### config.mk
export PLATFORM = sky130hd
export DESIGN_NAME = data_mem_dumper
export DESIGN_NICKNAME = d
export VERILOG_FILES = /design/src/rtl/data_mem_dumper.sv
export SDC_FILE = /design/constraint.sdc
export NUM_CORES = 1
export LEC_CHECK = 0
export BUFFER_PORTS_ARGS = -buffer_cell sky130_fd_sc_hd__buf_2
export CAP_MARGIN = 10
export CORE_MARGIN = 2
export CORE_UTILIZATION = 35
export CTS_BUF_LIST = sky130_fd_sc_hd__clkbuf_4 sky130_fd_sc_hd__clkbuf_8
export CTS_CLUSTER_SIZE = 20
export DETAILED_ROUTE_END_ITERATION = 8
export GPL_ROUTABILITY_DRIVEN = 0
export PLACE_DENSITY = 0.66
export SYNTH_ARGS = -nofsm -noshare
export SYNTH_HDL_FRONTEND = slang
export SYNTH_SLANG_ARGS = --single-unit
### constraint.sdc
create_clock -name clk -period 2.25 [get_ports clk]
set_clock_uncertainty 0.05 [all_clocks]
set_input_delay 0.1125 -clock clk [delete_from_list [all_inputs] [get_ports clk]]
set_output_delay 0.1125 -clock clk [all_outputs]
set_load 0.02 [all_outputs]
### src/rtl/data_mem_dumper.sv
// Debug read-out engine: walks an inclusive word range of the data memory and serialises each word little-endian onto a byte stream.
// Optional macro DUMP_HEADER_EN prefixes the stream with 0xA5 and the low byte of the word count.
module data_mem_dumper #(
    parameter int NB_DATA = 32,
    parameter int NB_ADDR = 8
) (
    input  logic               clk,
    input  logic               i_rst_n,
    input  logic               i_start,
    input  logic               i_halt,
    input  logic [NB_ADDR-1:0] i_first_addr,
    input  logic [NB_ADDR-1:0] i_last_addr,
    output logic [NB_ADDR-1:0] o_mem_addr,
    input  logic [NB_DATA-1:0] i_mem_data,
    output logic [7:0]         o_tx_data,
    output logic               o_tx_valid,
    input  logic               i_tx_ready,
    output logic               o_busy,
    output logic               o_done
);

    localparam int NB_BYTES = NB_DATA / 8;
    localparam int NB_BCNT  = (NB_BYTES > 1) ? $clog2(NB_BYTES) : 1;
    localparam logic [NB_BCNT-1:0] LAST_BYTE = NB_BCNT'(NB_BYTES - 1);

    typedef enum logic [2:0] {
        ST_IDLE   = 3'd0,
        ST_HEADER = 3'd1,
        ST_LOAD   = 3'd2,
        ST_SEND   = 3'd3,
        ST_NEXT   = 3'd4,
        ST_DONE   = 3'd5
    } state_t;

    state_t             state_r, state_s;
    logic [NB_ADDR-1:0] addr_r, addr_s;
    logic [NB_ADDR-1:0] last_r, last_s;
    logic [NB_DATA-1:0] word_r, word_s;
    logic [NB_BCNT-1:0] bcnt_r, bcnt_s;
    logic               hdr_r, hdr_s;
    logic [7:0]         tx_data_r, tx_data_s;
    logic               tx_valid_r, tx_valid_s;
    logic               busy_r, busy_s;
    logic               done_r, done_s;

    function automatic logic [7:0] byte_sel(input logic [NB_DATA-1:0] w, input logic [NB_BCNT-1:0] idx);
        byte_sel = w[int'(idx) * 8 +: 8];
    endfunction

`ifdef DUMP_HEADER_EN
    // Word count of an inclusive modular range; 0 stands for the full address space.
    function automatic logic [7:0] count_byte(input logic [NB_ADDR-1:0] last, input logic [NB_ADDR-1:0] first);
        logic [NB_ADDR-1:0] cnt;
        logic [NB_ADDR+7:0] wide;
        cnt        = last - first + NB_ADDR'(1);
        wide       = {8'h00, cnt};
        count_byte = wide[7:0];
    endfunction
`endif

    // Next-state and registered-output values, all outputs derived from the next state.
    always_comb begin
        state_s    = state_r;
        addr_s     = addr_r;
        last_s     = last_r;
        word_s     = word_r;
        bcnt_s     = bcnt_r;
        hdr_s      = hdr_r;
        tx_data_s  = tx_data_r;
        tx_valid_s = 1'b0;
        case (state_r)
            ST_IDLE: begin
                if (i_start && i_halt) begin
                    addr_s = i_first_addr;
                    last_s = i_last_addr;
`ifdef DUMP_HEADER_EN
                    state_s    = ST_HEADER;
                    hdr_s      = 1'b0;
                    tx_data_s  = 8'hA5;
                    tx_valid_s = 1'b1;
`else
                    state_s = ST_LOAD;
`endif
                end else begin
                    state_s = ST_IDLE;
                end
            end
`ifdef DUMP_HEADER_EN
            ST_HEADER: begin
                tx_valid_s = 1'b1;
                if (i_tx_ready) begin
                    if (hdr_r) begin
                        state_s    = ST_LOAD;
                        tx_valid_s = 1'b0;
                    end else begin
                        hdr_s     = 1'b1;
                        tx_data_s = count_byte(last_r, addr_r);
                    end
                end else begin
                    hdr_s = hdr_r;
                end
            end
`endif
            ST_LOAD: begin
                word_s     = i_mem_data;
                bcnt_s     = '0;
                tx_data_s  = i_mem_data[7:0];
                tx_valid_s = 1'b1;
                state_s    = ST_SEND;
            end
            ST_SEND: begin
                tx_valid_s = 1'b1;
                if (i_tx_ready) begin
                    if (bcnt_r == LAST_BYTE) begin
                        state_s    = ST_NEXT;
                        tx_valid_s = 1'b0;
                    end else begin
                        bcnt_s    = bcnt_r + NB_BCNT'(1);
                        tx_data_s = byte_sel(word_r, bcnt_s);
                    end
                end else begin
                    bcnt_s = bcnt_r;
                end
            end
            ST_NEXT: begin
                if (!i_halt) begin
                    state_s = ST_IDLE;
                end else if (addr_r == last_r) begin
                    state_s = ST_DONE;
                end else begin
                    addr_s  = addr_r + NB_ADDR'(1);
                    state_s = ST_LOAD;
                end
            end
            ST_DONE: begin
                state_s = ST_IDLE;
            end
            default: begin
                state_s = ST_IDLE;
            end
        endcase
        busy_s = (state_s != ST_IDLE);
        done_s = (state_s == ST_DONE);
    end

    // State register.
    always_ff @(posedge clk or negedge i_rst_n) begin
        if (!i_rst_n) begin
            state_r <= ST_IDLE;
        end else begin
            state_r <= state_s;
        end
    end

    // Datapath and output registers.
    always_ff @(posedge clk or negedge i_rst_n) begin
        if (!i_rst_n) begin
            addr_r     <= '0;
            last_r     <= '0;
            word_r     <= '0;
            bcnt_r     <= '0;
            hdr_r      <= 1'b0;
            tx_data_r  <= 8'h00;
            tx_valid_r <= 1'b0;
            busy_r     <= 1'b0;
            done_r     <= 1'b0;
        end else begin
            addr_r     <= addr_s;
            last_r     <= last_s;
            word_r     <= word_s;
            bcnt_r     <= bcnt_s;
            hdr_r      <= hdr_s;
            tx_data_r  <= tx_data_s;
            tx_valid_r <= tx_valid_s;
            busy_r     <= busy_s;
            done_r     <= done_s;
        end
    end

    assign o_mem_addr = addr_r;
    assign o_tx_data  = tx_data_r;
    assign o_tx_valid = tx_valid_r;
    assign o_busy     = busy_r;
    assign o_done     = done_r;

endmodule
==> impl_metrics.csv <==
group,metric,value,unit
power,power.total,0.00569,W
route,vias,2295,
yosys,synth_area_per_cell,12.4,um^2
grt,antenna_found_initial,0,
layout,diodes,0,
yosys,ys_seq_elements,64,
die,die_area,9270,um^2
power,internal-power,0.00371,W
setup_path,slowest_delay,0.47,ns
grt,grt_overflow,0,
die,rows,33,
route,detail_route.wirelength,7020,um
cts,hold_buffers,42,
cts,clock_path_buffers,2,
yosys,synth_cell_types,38,
setup_path,start_kind,"flip-flop",
sta,period_share,84.2,%
worst_hold_path,hold_path_class,"in -> reg",
die,coreArea,8220,um^2
grt,first_global_vias,2351,
setup_path,required,2.43,ns
cts,cts_tree,"built",
cts,numCtsBuffers,9,
yosys,netlist_instances,240,
placement,io_buffers,71,
sta,finalMaxSlewViolations,0,
setup_path,setup.worst_path.end_class,"flip-flop",
power,ir_worst_vdd,0.000492,V
yosys,synth-edff-count,0,
placement,dp_cells,412,
sta,rsz0062_at_grt,"no",
job,maxCapViolations,0,
cts,cts.clk_slew.worst_paths,0.07,ns
grt,grt_max_degree,33,
sta,setup_tns,0,ns
route,drt-pass1-iter-count,4,
grt,grt_pass1_wl,11500,um
cts,root_buffer,"clkbuf_8",
cts,cts_sinks,64,
die,ios,72,
sta,hold_viol,0,
yosys,yosysSeqAreaShare,53.7,%
power,p_per_area,1370,nW/um^2
sta,min_period,1.89,ns
die,initial_core_util,36.3,%
route,ant_nets,0,
setup_path,crit_arrival,2.07,ns
setup_path,crit_type,"reg -> reg",
yosys,ys.warnings.count,0,
power,p_switching,0.00197,W
die,die_w,96.3,um
yosys,async_flop_share,100,%
status,status,"complete, no violations",
setup_path,reg2reg_slack,0.36,ns
layout,nets,415,
grt,grt_usage,16.6,%
setup_path,crit_chain,"xor2_1 -> nor4_2 -> nand2_2 -> a21o_1 -> o221a_1",
setup_path,cp_max_fo,9,
placement,hpwlAfterDp,4800,um
layout,design_area,4160,um^2
power,clockPowerShare,21.8,%
route,vias_per_cell,4.88,
layout,area_delta_synth_final,39.4,%
route,drt-wirelength-per-cell,14.9,um
sta,setup_viol,0,
die,die_h,96.3,um
yosys,syn_nets,295,
cts,cts-htree-levels,3,
power,combPwrFrac,41.0,%
cts,clk_latency,0.34,ns
layout,drive_gt1_share,37.8,%
power,swShare,34.7,%
sta,slew_headroom,59.2,%
cts,ctsResizeCount,0,
power,leakage,1.91,nW
yosys,synth_ff_type,"dfrtp_1",
route,drt_iter0_drc,194,
yosys,synthesis.area,2980,um^2
sta,worst_pin_slew,0.612,ns
setup_path,critPathSlowestCell,"dfrtp_1",
power,seqPwrFrac,37.2,%
layout,final_cells,470,
cts,cts_setup_buffers,0,
sta,fmax,528,MHz
route,post-route-drc-count,0,
placement,placed_cell_area,3480,um^2
cell type report:
type	count	area, um^2
clock buffer	10	138
inverter	1	3.75
fill	707	4060
timing repair buffer	120	841
clock inverter	6	115
multi-input combinational	164	1330
sequential	64	1600
tap	105	131
flip-flops by register name (all words and copies together), names as in the netlist:
signal	count
bcnt_r	2
last_r	8
o_busy	1
o_done	1
o_mem_addr	8
o_tx_data	8
o_tx_valid	1
state_r	3
word_r	32
worst max-delay path: cells and delay by family (launching register included):
family / cells / cell delay [ns]
xor gates and xnor gates: 1 / 0.19
and+or+nand+nor: 2 / 0.55
AOI/OAI and AO/OA: 2 / 0.52
DFF: 1 / 0.47
power groups by stage:
stage	registers, W	logic (W)	clock network (W)
after floorplan	0.00222	0.00155	0
after global placement	0.00210	0.00224	0
after detailed placement	0.00213	0.00229	0
after CTS	0.00211	0.00236	0.00127
after global routing	0.00220	0.00256	0.00132
final	0.00211	0.00233	0.00124
cells by family after synthesis:
logic type               synth area share, %
adder cells (fa/ha/maj)                0.839
XOR/XNOR                                2.94
flip-flops                              53.7
AND/OR/NAND/NOR                         11.4
multiplexers                            21.2
buffers and inverters                   1.85
AO/OA/AOI/OAI                           8.06
path summary, 6_finish.rpt:
check | start | endpoint | cells after the start
setup / recovery | o_mem_addr[3] | o_mem_addr[0] | 5
hold / removal | i_first_addr[0] | o_mem_addr[0] | 2
min in group asynchronous | i_rst_n | last_r[2] | 2
hold reg to reg | word_r[5] | word_r[5] | 1
max in group asynchronous | i_rst_n | word_r[12] | 3
setup reg to reg | o_mem_addr[3] | o_mem_addr[0] | 5
cell usage after synthesis, drive strengths merged, types with 4 or more instances:
library cell	instances	area share [%]
a21oi	11	1.8
buf	8	1.3
dfrtp	64	54
mux2	33	12
mux2i	8	2.7
mux4	8	6.0
nand2	32	4.1
nand3	6	1.0
nor2	13	1.6
o21ai	4	0.67
xor2	8	2.4
per-layer routing:
metal,vias up,GRT usage (%),routed length (um)
li1,1110,-,-
met1,1120,22.2,3100
met2,50,25.2,3440
met3,15,2.74,261
met4,0,10.3,216
met5,-,0,0
cells in the final DEF (no fill, tap or decap), drive strengths merged, types with 4 or more instances in the layout:
cell,netlist,routed
buf,8,78
dfrtp,64,64
dlygate4sd3,0,42
mux2,33,33
nand2,32,32
nor2,13,13
a21oi,11,11
clkbuf,3,10
xor2,8,8
mux4,8,8
mux2i,8,8
nand3,6,6
o21ai,4,4
stage by stage:
| stage | setup WS, ns | hold WS, ns | util, % |
|---|---|---|---|
| 2_1_floorplan | 0.454 | -0.233 | - |
| 3_3_place_gp | 0.440 | 0.104 | 42.4 |
| 3_5_place_dp | 0.373 | 0.104 | 42.4 |
| 4_1_cts | 0.367 | 0.0200 | 50.6 |
| 5_1_grt | 0.214 | 0.0403 | 50.6 |
| 6_report | 0.356 | 0.0346 | 50.6 |
Note: power is estimated with default switching activity, not from simulation.
